## src/rtl/dac_sample_pacer_pkg.sv

```systemverilog
// Shared definitions for the DAC sample pacer: sample width, full-scale code and FSM states.
package dac_sample_pacer_pkg;

   localparam int DAC_W = 10;
   localparam logic [DAC_W-1:0] DAC_FULL_SCALE = 10'h3FF;

   typedef enum logic [1:0] {
      OFF,
      PRIME,
      RUN
   } pacer_state_e;

endpackage

```

## src/rtl/dac_sample_fifo.sv

```systemverilog
// Synchronous FIFO holding DAC samples between the core handshake and the pacing logic.
module dac_sample_fifo
   import dac_sample_pacer_pkg::*;
#(
   parameter int DEPTH = 8
) (
   input  logic                   clk,
   input  logic                   rst_n,
   input  logic                   i_flush,
   input  logic                   i_push,
   input  logic [DAC_W-1:0]       i_data,
   input  logic                   i_pop,
   output logic [DAC_W-1:0]       o_head,
   output logic                   o_full,
   output logic                   o_empty,
   output logic [$clog2(DEPTH):0] o_level
);
   localparam int PTR_W = $clog2(DEPTH);
   localparam int LVL_W = PTR_W + 1;

   logic [DAC_W-1:0] r_mem [DEPTH];
   logic [PTR_W-1:0] r_wrPtr;
   logic [PTR_W-1:0] r_rdPtr;
   logic [LVL_W-1:0] r_level;

   // Storage is not reset; the pointers and level alone decide which entries are valid.
   always_ff @(posedge clk) begin
      if (i_push && !i_flush) begin
         r_mem[r_wrPtr] <= i_data;
      end
   end

   always_ff @(posedge clk or negedge rst_n) begin
      if (!rst_n) begin
         r_wrPtr <= '0;
         r_rdPtr <= '0;
         r_level <= '0;
      end else if (i_flush) begin
         r_wrPtr <= '0;
         r_rdPtr <= '0;
         r_level <= '0;
      end else begin
         if (i_push) begin
            r_wrPtr <= r_wrPtr + 1'b1;
         end
         if (i_pop) begin
            r_rdPtr <= r_rdPtr + 1'b1;
         end
         case ({i_push, i_pop})
            2'b10:   r_level <= r_level + 1'b1;
            2'b01:   r_level <= r_level - 1'b1;
            default: r_level <= r_level;
         endcase
      end
   end

   assign o_head  = r_mem[r_rdPtr];
   assign o_full  = (r_level == LVL_W'(DEPTH));
   assign o_empty = (r_level == '0);
   assign o_level = r_level;

endmodule

```

## src/rtl/dac_sample_pacer.sv

```systemverilog
// Paces buffered core samples onto the DAC D/EN inputs at a fixed programmable rate.
module dac_sample_pacer
   import dac_sample_pacer_pkg::*;
#(
   parameter int DEPTH = 8,
   parameter int DIV_W = 16
) (
   input  logic                   CLK,
   input  logic                   RST_N,
   input  logic                   ENABLE,
   input  logic [DIV_W-1:0]       DIV,
   input  logic [DAC_W-1:0]       IN_DATA,
   input  logic                   IN_VALID,
   output logic                   IN_READY,
   output logic [DAC_W-1:0]       D,
   output logic                   EN,
   output logic [$clog2(DEPTH):0] LEVEL,
   output logic                   UNDERRUN
);
   localparam int LVL_W = $clog2(DEPTH) + 1;

   pacer_state_e     r_state;
   pacer_state_e     w_nextState;
   logic [DIV_W-1:0] r_divCnt;
   logic [DAC_W-1:0] r_d;
   logic             r_en;
   logic             r_underrun;

   logic             w_push;
   logic             w_pop;
   logic             w_flush;
   logic             w_tick;
   logic             w_startRun;
   logic             w_full;
   logic             w_empty;
   logic [DAC_W-1:0] w_head;
   logic [LVL_W-1:0] w_level;

   assign w_push = IN_VALID && !w_full;

   dac_sample_fifo #(
      .DEPTH(DEPTH)
   ) u_fifo (
      .clk    (CLK),
      .rst_n  (RST_N),
      .i_flush(w_flush),
      .i_push (w_push),
      .i_data (IN_DATA),
      .i_pop  (w_pop),
      .o_head (w_head),
      .o_full (w_full),
      .o_empty(w_empty),
      .o_level(w_level)
   );

   always_ff @(posedge CLK or negedge RST_N) begin
      if (!RST_N) begin
         r_state <= OFF;
      end else begin
         r_state <= w_nextState;
      end
   end

   // Dropping ENABLE is checked first so it always beats a tick on the same cycle.
   always_comb begin
      w_nextState = r_state;
      w_pop       = 1'b0;
      w_flush     = 1'b0;
      w_tick      = 1'b0;
      w_startRun  = 1'b0;
      case (r_state)
         OFF: begin
            if (ENABLE) begin
               w_nextState = PRIME;
            end
         end
         PRIME: begin
            if (!ENABLE) begin
               w_nextState = OFF;
               w_flush     = 1'b1;
            end else if (w_level >= LVL_W'(DEPTH / 2)) begin
               w_nextState = RUN;
               w_startRun  = 1'b1;
               w_pop       = 1'b1;
            end
         end
         RUN: begin
            if (!ENABLE) begin
               w_nextState = OFF;
               w_flush     = 1'b1;
            end else if (r_divCnt == '0) begin
               w_tick = 1'b1;
               w_pop  = !w_empty;
            end
         end
         default: begin
            w_nextState = OFF;
         end
      endcase
   end

   always_ff @(posedge CLK or negedge RST_N) begin
      if (!RST_N) begin
         r_divCnt <= '0;
      end else if (w_flush) begin
         r_divCnt <= '0;
      end else if (w_startRun || w_tick) begin
         r_divCnt <= DIV;
      end else if (r_state == RUN) begin
         r_divCnt <= r_divCnt - 1'b1;
      end
   end

   // An empty tick leaves D on the last sample so the analog output holds steady.
   always_ff @(posedge CLK or negedge RST_N) begin
      if (!RST_N) begin
         r_d        <= '0;
         r_en       <= 1'b0;
         r_underrun <= 1'b0;
      end else if (w_flush) begin
         r_d        <= '0;
         r_en       <= 1'b0;
         r_underrun <= 1'b0;
      end else if (w_startRun) begin
         r_d  <= w_head;
         r_en <= 1'b1;
      end else if (w_tick) begin
         if (w_empty) begin
            r_underrun <= 1'b1;
         end else begin
            r_d <= w_head;
         end
      end
   end

   assign IN_READY = !w_full;
   assign D        = r_d;
   assign EN       = r_en;
   assign LEVEL    = w_level;
   assign UNDERRUN = r_underrun;

endmodule

```

## config.mk

```make
export PLATFORM = sky130hd
export DESIGN_NAME = dac_sample_pacer
export DESIGN_NICKNAME = d
export VERILOG_FILES = /design/src/rtl/dac_sample_pacer_pkg.sv /design/src/rtl/dac_sample_fifo.sv /design/src/rtl/dac_sample_pacer.sv
export SDC_FILE = /design/constraint.sdc
export NUM_CORES = 1
export LEC_CHECK = 0
export BUFFER_PORTS_ARGS = -buffer_cell sky130_fd_sc_hd__buf_2
export CORE_MARGIN = 2
export CORE_UTILIZATION = 39
export CTS_CLUSTER_SIZE = 40
export DETAILED_ROUTE_END_ITERATION = 7
export PLACE_DENSITY_LB_ADDON = 0.08
export SETUP_SLACK_MARGIN = 0.3
export SLEW_MARGIN = 10
export SYNTH_ARGS = -nofsm -noshare
export SYNTH_HDL_FRONTEND = slang
export SYNTH_SLANG_ARGS = --single-unit
export TNS_END_PERCENT = 50
```

## constraint.sdc

```tcl
create_clock -name CLK -period 4.63 [get_ports CLK]
set_input_delay 0 -clock CLK [delete_from_list [all_inputs] [get_ports CLK]]
set_output_delay 0 -clock CLK [all_outputs]
set_load 0.02 [all_outputs]
```

==> results of run 1 <==
## routing by layer
metal  share of wire, %  up-vias
met3                3.4       19
met4                1.7        0
met5                  0        -
met2                 50       64
met1                 45     1718
li1                   -     1638
## cell usage after synthesis (2+ instances only)
library cell	n
a221o_1	6
o311ai_0	2
nor2b_1	2
nor2_1	19
nand2b_1	6
or3_1	11
o221ai_1	5
nor3_1	8
a21oi_1	16
nand2_1	22
mux4_2	20
ha_1	10
nand3_1	5
buf_2	7
clkbuf_1	11
nor4_1	6
xor2_1	4
inv_1	14
edfxtp_1	80
o211ai_1	12
nor4_4	2
nand4_1	3
a21o_1	8
or4_1	3
dfrtp_1	40
mux2i_1	14
o21ai_0	14
o22ai_1	4
## cells by family after synthesis
family | count (synthesis) | synth area share [%]
AOI/OAI and AO/OA | 75 | 9.573
xor gates and xnor gates | 5 | 0.8171
adders and majority gates | 11 | 2.708
buffers and inverters | 33 | 2.545
DFF | 120 | 63.51
muxes | 34 | 11.02
and+or+nand+nor | 95 | 9.830
## cell type report
type,instances,area (um^2)
Fill cell,1200,6660
Tap cell,176,220.2
Multi-Input combinational cell,220,1826
Sequential cell,120,3403
Clock buffer,18,429.2
Clock inverter,13,131.4
Timing Repair Buffer,89,625.6
Inverter,14,52.55
## metrics by stage
stage / setup WS, ns / utilization (%) / power [W]
6_report: 1.466 / 50.10 / 0.004370
5_1_grt: 1.174 / 50.10 / 0.004646
4_1_cts: 1.501 / 50.10 / 0.004428
3_5_place_dp: 1.494 / 43.73 / 0.003143
3_3_place_gp: 1.578 / 43.73 / 0.003136
2_1_floorplan: 1.410 / - / 0.002659
## state kept, by name (all words and copies together) (netlist names)
name / flops
D: 10
EN: 1
UNDERRUN: 1
r_divCnt: 16
r_state: 2
u_fifo.o_level: 4
u_fifo.r_mem: 80
u_fifo.r_rdPtr: 3
u_fifo.r_wrPtr: 3
## power by group through the flow
stage	Combinational, W	Clock (W)	Sequential, W
6_report	0.00153	0.00125	0.00159
5_1_grt	0.00171	0.00132	0.00162
4_1_cts	0.00156	0.00128	0.00159
3_5_place_dp	0.00154	0	0.00161
3_3_place_gp	0.00153	0	0.00160
2_1_floorplan	0.00107	0	0.00159
## final timing paths
check	endpoint	slack, ns
setup / recovery	u_fifo.o_level[3]$_DFFE_PN0P_	1.47
hold / removal	u_fifo.o_level[1]$_DFFE_PN0P_	0.26
setup reg to reg	u_fifo.o_level[3]$_DFFE_PN0P_	1.47
hold reg to reg	EN$_DFFE_PN0P_	0.49
max in group asynchronous	r_divCnt[9]$_DFFE_PN0P_	3.79
min in group CLK	r_divCnt[5]$_DFFE_PN0P_	0.33
## worst reg2reg max path, cell delays in order, from the launching register on
cell and delay, ns:
dfrtp_1 0.42, or3_1 0.50, nor4_4 0.38, a21o_1 0.19, and3_1 0.19, ha_1 0.26, ha_1 0.27, a21o_1 0.18
a21oi_1 0.17, xor2_1 0.09, or3_1 0.30, a21oi_1 0.14
==> results.md, run 1 <==
* Syn. warnings at 0
* Largest net degree at the start of global routing at 41
* Syn Area/Cell at around 14 um^2
* Non-Filler Instances at 650
* FMAX at 0.3161 GHz
* Setup Skew at approximately 0.0066 ns
* Synthesized flop and latch total at 120
* Synth cell types at 47
* CP bufs+invs at 0
* Synth area leaders: edfxtp_1, dfrtp_1, mux4_2, mux2i_1, ha_1
* Reg power frac at 36.3%
* Row cnt at 42
* Final Instance Area at 6688 um^2
* Fin nets at slightly above 500
* Vias in the first global route at 3526
* Switching Share at between 30% and 40%
* Routed WL per cell at 18.57 um
* Cts-stage hold buffer count at 29
* Post-Syn Area at 5359 um^2
* Worst EP required at a little under 5 ns
* Starting DRT DRC Count at 185
* Clk pin slew, worst setup/hold paths at 0.06 ns
* Initial antenna violation count at 0
* Core region area at 13350 um^2
* Via-per-instance ratio at 5.291
* Status: completed
* Routed Antenna Nets at 0
* Syn-to-layout area delta at 24.80%
* Antenna Cells at 0
* P_leak at 2.629 nW
* Max cap viols at 0
* Share of cells above drive strength 1 at 24.47%
* Slew headroom at 29.98%
* Asr flop ratio synth at between 30% and 40%
* Final hold vios at 0
* Clock share of power at 28.6%
* Total congestion overflow at 0
* Clock Tree Buf Depth at 2
* # setup viols final at 0
* Drt total wl at 12.07 mm
* Syn Nets at a little over 400
* First-pass GRT wire length at 19.12 mm
* Critical Path Source: r_divCnt[4]$_DFFE_PN0P_
* CP delay by family, top: simple AND/OR/NAND/NOR gates
* Clock buffer count from CTS at 17
* Unrepaired setup endpoints after global routing: false
* Crit path DAT at 3.51 ns
* Boundary Pins at 47
* Yosys top cell area share at 44.83%
* Synth area leader: edfxtp_1
* Setup Fix Bufs, Post-CTS at 0
* Busiest grt layer: met2
* CP cell instances: or3_1 -> nor4_4 -> a21o_1 -> and3_1 -> ha_1 -> ha_1 -> a21o_1 -> a21oi_1 -> xor2_1 -> or3_1 -> a21oi_1
* Synth Flop Type: edfxtp_1
* EDFF count, synth at 80
* Detailed placement HPWL at 7.602 mm
* Most frequent cells in the layout: edfxtp_1, buf_2, dfrtp_1, dlygate4sd3_1, nand2_1
* Sequential area share after synthesis at roughly 64%
* Via count at 3439
* Die area at 14690 um^2
* TritonCTS Sinks at 120
* Latest clock arrival within the worst-skew pair at approximately 0.42 ns
* Minimum clock period at 3.164 ns
* Final hold slack at around 0.26 ns
* Placed Cells at 590
* PD cells at approximately 650 nW/um^2
* Critical path depth at 11
* # DRC at 0
* Cts repair resizes at 0
* Peak VDD IR at 332.3 uV
* Ratio of final minimum period to clock period at between 60% and 70%
* H-tree Lvls at 4
* Die Span Y at around 120 um
* Clock root cell: clkbuf_16
* Cell Area, Placed at 5837 um^2
* CP Capture Type: flop
* Worst hold-check path type: in2async
* Slowest-stage cell, CP: or3_1
* Fin Setup TNS at 0 ns
* Met3 Use GR at 4.934%
* Worst-path maximum fanout at 5
* Internal power at 0.002823 W
* Initial Util at between 40% and 50%
* Die X at roughly 120 um
* Reg2Reg Depth at 11
* Worst setup SP type: flop
* Post-synthesis cell count at roughly 370
* Worst-Margin Slew at ~1.0 ns
* First drt pass iteration count at 5
* Worst reg2reg path startpoint: r_divCnt[4]$_DFFE_PN0P_
* Met1 Use GR at 22.35%
* IO buf count at 46
* TritonCTS clock tree: built
* Commonest non-fill, non-tap cell in the layout: edfxtp_1
* Global Route met2 Usage at 28.93%
* Max incr delay on CP at 0.50 ns
* Setup CP Type: reg2reg
* Comb pwr share at 35.1%
* Slew Limit Fails at 0
* Net Sw Power at 0.001547 W
* Final GP Congestion at 0.7871
* Gr usage total at roughly 18%
(Power assumes the default switching activity.)
==> inputs of run 2 (changes only) <==
- ABC_AREA: not set -> 1
- clock period: 4.63 -> 2.6 ns (I/O delays scaled with it)
==> run 2 against run 1 <==
Net effect:
- clock power is 110% higher
- largest cell class unchanged
- global-route usage is 1.1 points higher
- critical path type unchanged
- combinational power is 100% higher
- sequential power increased by 72%
==> results.md, run 2 <==
* Post-Syn Area at 5719 um^2 (was 5359 um^2)
* Register area at 3403 um^2 (unchanged)
* Drt total wl at 14.03 mm (was 12.07 mm)
* Syn Area/Cell at 9.345 um^2 (was 14.37 um^2)
* Core region area at 14420 um^2 (was 13350 um^2)
* Unrepaired setup endpoints after global routing: true (was false)
* Most frequent cells in the layout: nand2_1, nand3_1, edfxtp_1, buf_2, inv_1 (was edfxtp_1, buf_2, dfrtp_1, dlygate4sd3_1, nand2_1)
* Most common cell in the synthesized netlist: nand2_1 (was edfxtp_1)
* Post-Place Worst Slack at 0.1141 ns (was 1.494 ns)
* Reg2Reg Depth at 15 (was 11)
* Synth area leader: edfxtp_1 (unchanged)
* Reg2reg setup slack at 0.32 ns (was 1.47 ns)
* Die Span Y at 125.1 um (was 121.2 um)
* Max cap viols at 0 (unchanged)
* # DRC at 0 (unchanged)
* Fin nets at 746 (was 503)
* Crit path DAT at 2.58 ns (was 3.51 ns)
* Final hold slack at 0.3052 ns (was 0.2554 ns)
* Worst setup SP type: flop (unchanged)
* Yosys top cell area share at 42.00% (was 44.83%)
* Asr flop ratio synth at 33.33% (unchanged)
* Minimum clock period at 2.278 ns (was 3.164 ns)
* Vias in the first global route at 4387 (was 3526)
* Synth cell types at 30 (was 47)
* Worst EP required at 2.90 ns (was 4.97 ns)
* Synth Flop Type: edfxtp_1 (unchanged)
* Slew headroom at 32.30% (was 29.98%)
* FMAX at 0.4390 GHz (was 0.3161 GHz)
* Syn. warnings at 0 (unchanged)
* TritonCTS clock tree: built (unchanged)
* Worst-Margin Slew at 1.016 ns (was 1.042 ns)
* Initial Util at 39.65% (was 40.15%)
* Commonest non-fill, non-tap cell in the layout: nand2_1 (was edfxtp_1)
* Routed Antenna Nets at 0 (unchanged)
* Fillers at 1351 (was 1200)
* Total congestion overflow at 0 (unchanged)
* Detailed placement HPWL at 8.716 mm (was 7.602 mm)
* Worst hold-check path type: in2async (unchanged)
* Largest net degree at the start of global routing at 41 (unchanged)
* Routed WL per cell at 15.55 um (was 18.57 um)
* Setup Skew at 0.009422 ns (was 0.006599 ns)
* PD cells at 1173 nW/um^2 (was 653.5 nW/um^2)
* Number of flip-flops in the largest register at 80 (unchanged)
* Status: completed (unchanged)
* Slew Limit Fails at 0 (unchanged)
* EDFF count, synth at 80 (unchanged)
* Sequential area share after synthesis at 59.51% (was 63.51%)
* IO buf count at 46 (unchanged)
* Starting DRT DRC Count at 239 (was 185)
* Setup CP Type: reg2reg (unchanged)
* Peak VDD IR at 594.9 uV (was 332.3 uV)
* Final GP Congestion at 0.8391 (was 0.7871)
* Worst reg2reg path startpoint: r_state[0]$_DFFE_PN0P_ (was r_divCnt[4]$_DFFE_PN0P_)
* P_leak at 3.255 nW (was 2.629 nW)
* Post-synthesis cell count at 612 (was 373)
* Row cnt at 44 (was 42)
* Clock Tree Buf Depth at 2 (unchanged)
* Gr usage total at 18.84% (was 17.71%)
* Boundary Pins at 47 (unchanged)
* Die area at 15650 um^2 (was 14690 um^2)
* Share of cells above drive strength 1 at 17.83% (was 24.47%)
* Antenna Cells at 0 (unchanged)
* Most flops, register: u_fifo.r_mem (unchanged)
* Clock root cell: clkbuf_16 (unchanged)
* Via-per-instance ratio at 4.859 (was 5.291)
* Via count at 4383 (was 3439)
* R2R Path End: u_fifo.o_level[3]$_DFFE_PN0P_ (unchanged)
* First drt pass iteration count at 5 (unchanged)
* PnR worst setup slack at 0.3221 ns (was 1.466 ns)
* TritonCTS Sinks at 120 (unchanged)
* Syn-to-layout area delta at 26.34% (was 24.80%)
* Clock buffer count from CTS at 17 (unchanged)
* Top cells by count, synth: nand2_1, nand3_1, edfxtp_1, inv_1, dfrtp_1 (was edfxtp_1, dfrtp_1, nand2_1, mux4_2, nor2_1)
* First-pass GRT wire length at 22.73 mm (was 19.12 mm)
* Final hold vios at 0 (unchanged)
* Die X at 125.1 um (was 121.2 um)
* Fin Setup TNS at 0 ns (unchanged)
* # setup viols final at 0 (unchanged)
* Initial antenna violation count at 0 (unchanged)
* Multi-input gate area at 2036 um^2 (was 1826 um^2)
* CP Capture Type: flop (unchanged)
* Clk pin slew, worst setup/hold paths at 0.06 ns (about the same)
* H-tree Lvls at 4 (unchanged)
* Ratio of final minimum period to clock period at 87.61% (was 68.33%)
* Syn Nets at 653 (was 414)
* Latest clock arrival within the worst-skew pair at 0.41 ns (was 0.42 ns)
* Critical Path Source: r_state[0]$_DFFE_PN0P_ (was r_divCnt[4]$_DFFE_PN0P_)
* Synth area leaders: edfxtp_1, dfrtp_1, nand2_1, nand3_1, inv_1 (was edfxtp_1, dfrtp_1, mux4_2, mux2i_1, ha_1)
* Worst-path maximum fanout at 5 (unchanged)
* Final core utilization at 50.10% (about the same)
* Synthesized flop and latch total at 120 (unchanged)
==> run 2: repair_timing <==
item                                   4_1_cts  5_1_grt
hold buffers                                29        0
pin swaps                                    2        9
gates resized for setup                      8        3
endpoints found under the hold margin      138        0
setup endpoints to repair                    1        1
buffers inserted                             1        4
==> run 2: cells by family (layout without fill, tap and decap cells) <==
logic type,Yosys count,after routing,share of synthesized area [%]
AO/OA/AOI/OAI,22,22,2.078
XOR/XNOR,6,6,0.9190
adder cells (fa/ha/maj),11,11,2.538
buffers and inverters,75,181,5.754
flip-flops,120,120,59.51
AND/OR/NAND/NOR,378,378,29.21
==> run 2: worst max-delay path by stage <==
stage	end	slack, ns	cells after the start
after floorplan	u_fifo.o_level[3]$_DFFE_PN0P_	0.31	15
after global placement	u_fifo.o_level[3]$_DFFE_PN0P_	0.16	15
after detailed placement	u_fifo.o_level[3]$_DFFE_PN0P_	0.11	15
after CTS	u_fifo.o_level[3]$_DFFE_PN0P_	0.31	15
after global routing	u_fifo.r_mem[0][6]$_DFFE_PP_	0.20	10
final	u_fifo.o_level[3]$_DFFE_PN0P_	0.32	15
==> run 2: layout make-up <==
class	count	share of cell area (%)
inverters	52	2.736
clock buffers	18	5.939
flip-flops and latches	120	47.10
multi-input cells	417	28.17
well taps	184	3.186
repair buffers	97	9.489
clock inverters	14	3.377
==> run 2: worst max-delay path, cell delays in order, from the launching register on <==
cell and delay, ns:
dfrtp_1 0.39, inv_2 0.08, ha_4 0.15, nand2_4 0.06, nor3_4 0.19, nand3_4 0.13, nand2_8 0.09, nand3_4 0.09
inv_4 0.08, ha_4 0.16, ha_4 0.20, a21o_1 0.16, a21oi_2 0.15, a21oi_1 0.08, o21ai_1 0.09, nand2_1 0.07
==> run 2: routing by layer <==
metal,track usage (%),share of wire [%]
met4,6.275,1.7
met5,0,0
met3,4.921,3.4
met1,23.07,45
met2,32.48,50
==> run 2: stage by stage <==
step                      instances  cell area (um^2)  total power [W]
after floorplan                 612              5722         0.004901
after global placement          836              6176         0.005734
after detailed placement        836              6176         0.005765
after CTS                       898              7168         0.008532
after global routing            902              7226         0.009084
final                           902              7226         0.008479
==> run 2: power breakdown <==
| group | total, W | switching, W | internal, W |
|---|---|---|---|
| Clock | 0.00268 | 0.000875 | 0.00181 |
| Combinational | 0.00306 | 0.00206 | 0.00100 |
| Sequential | 0.00273 | 0.000272 | 0.00246 |
| Total | 0.00848 | 0.00321 | 0.00527 |
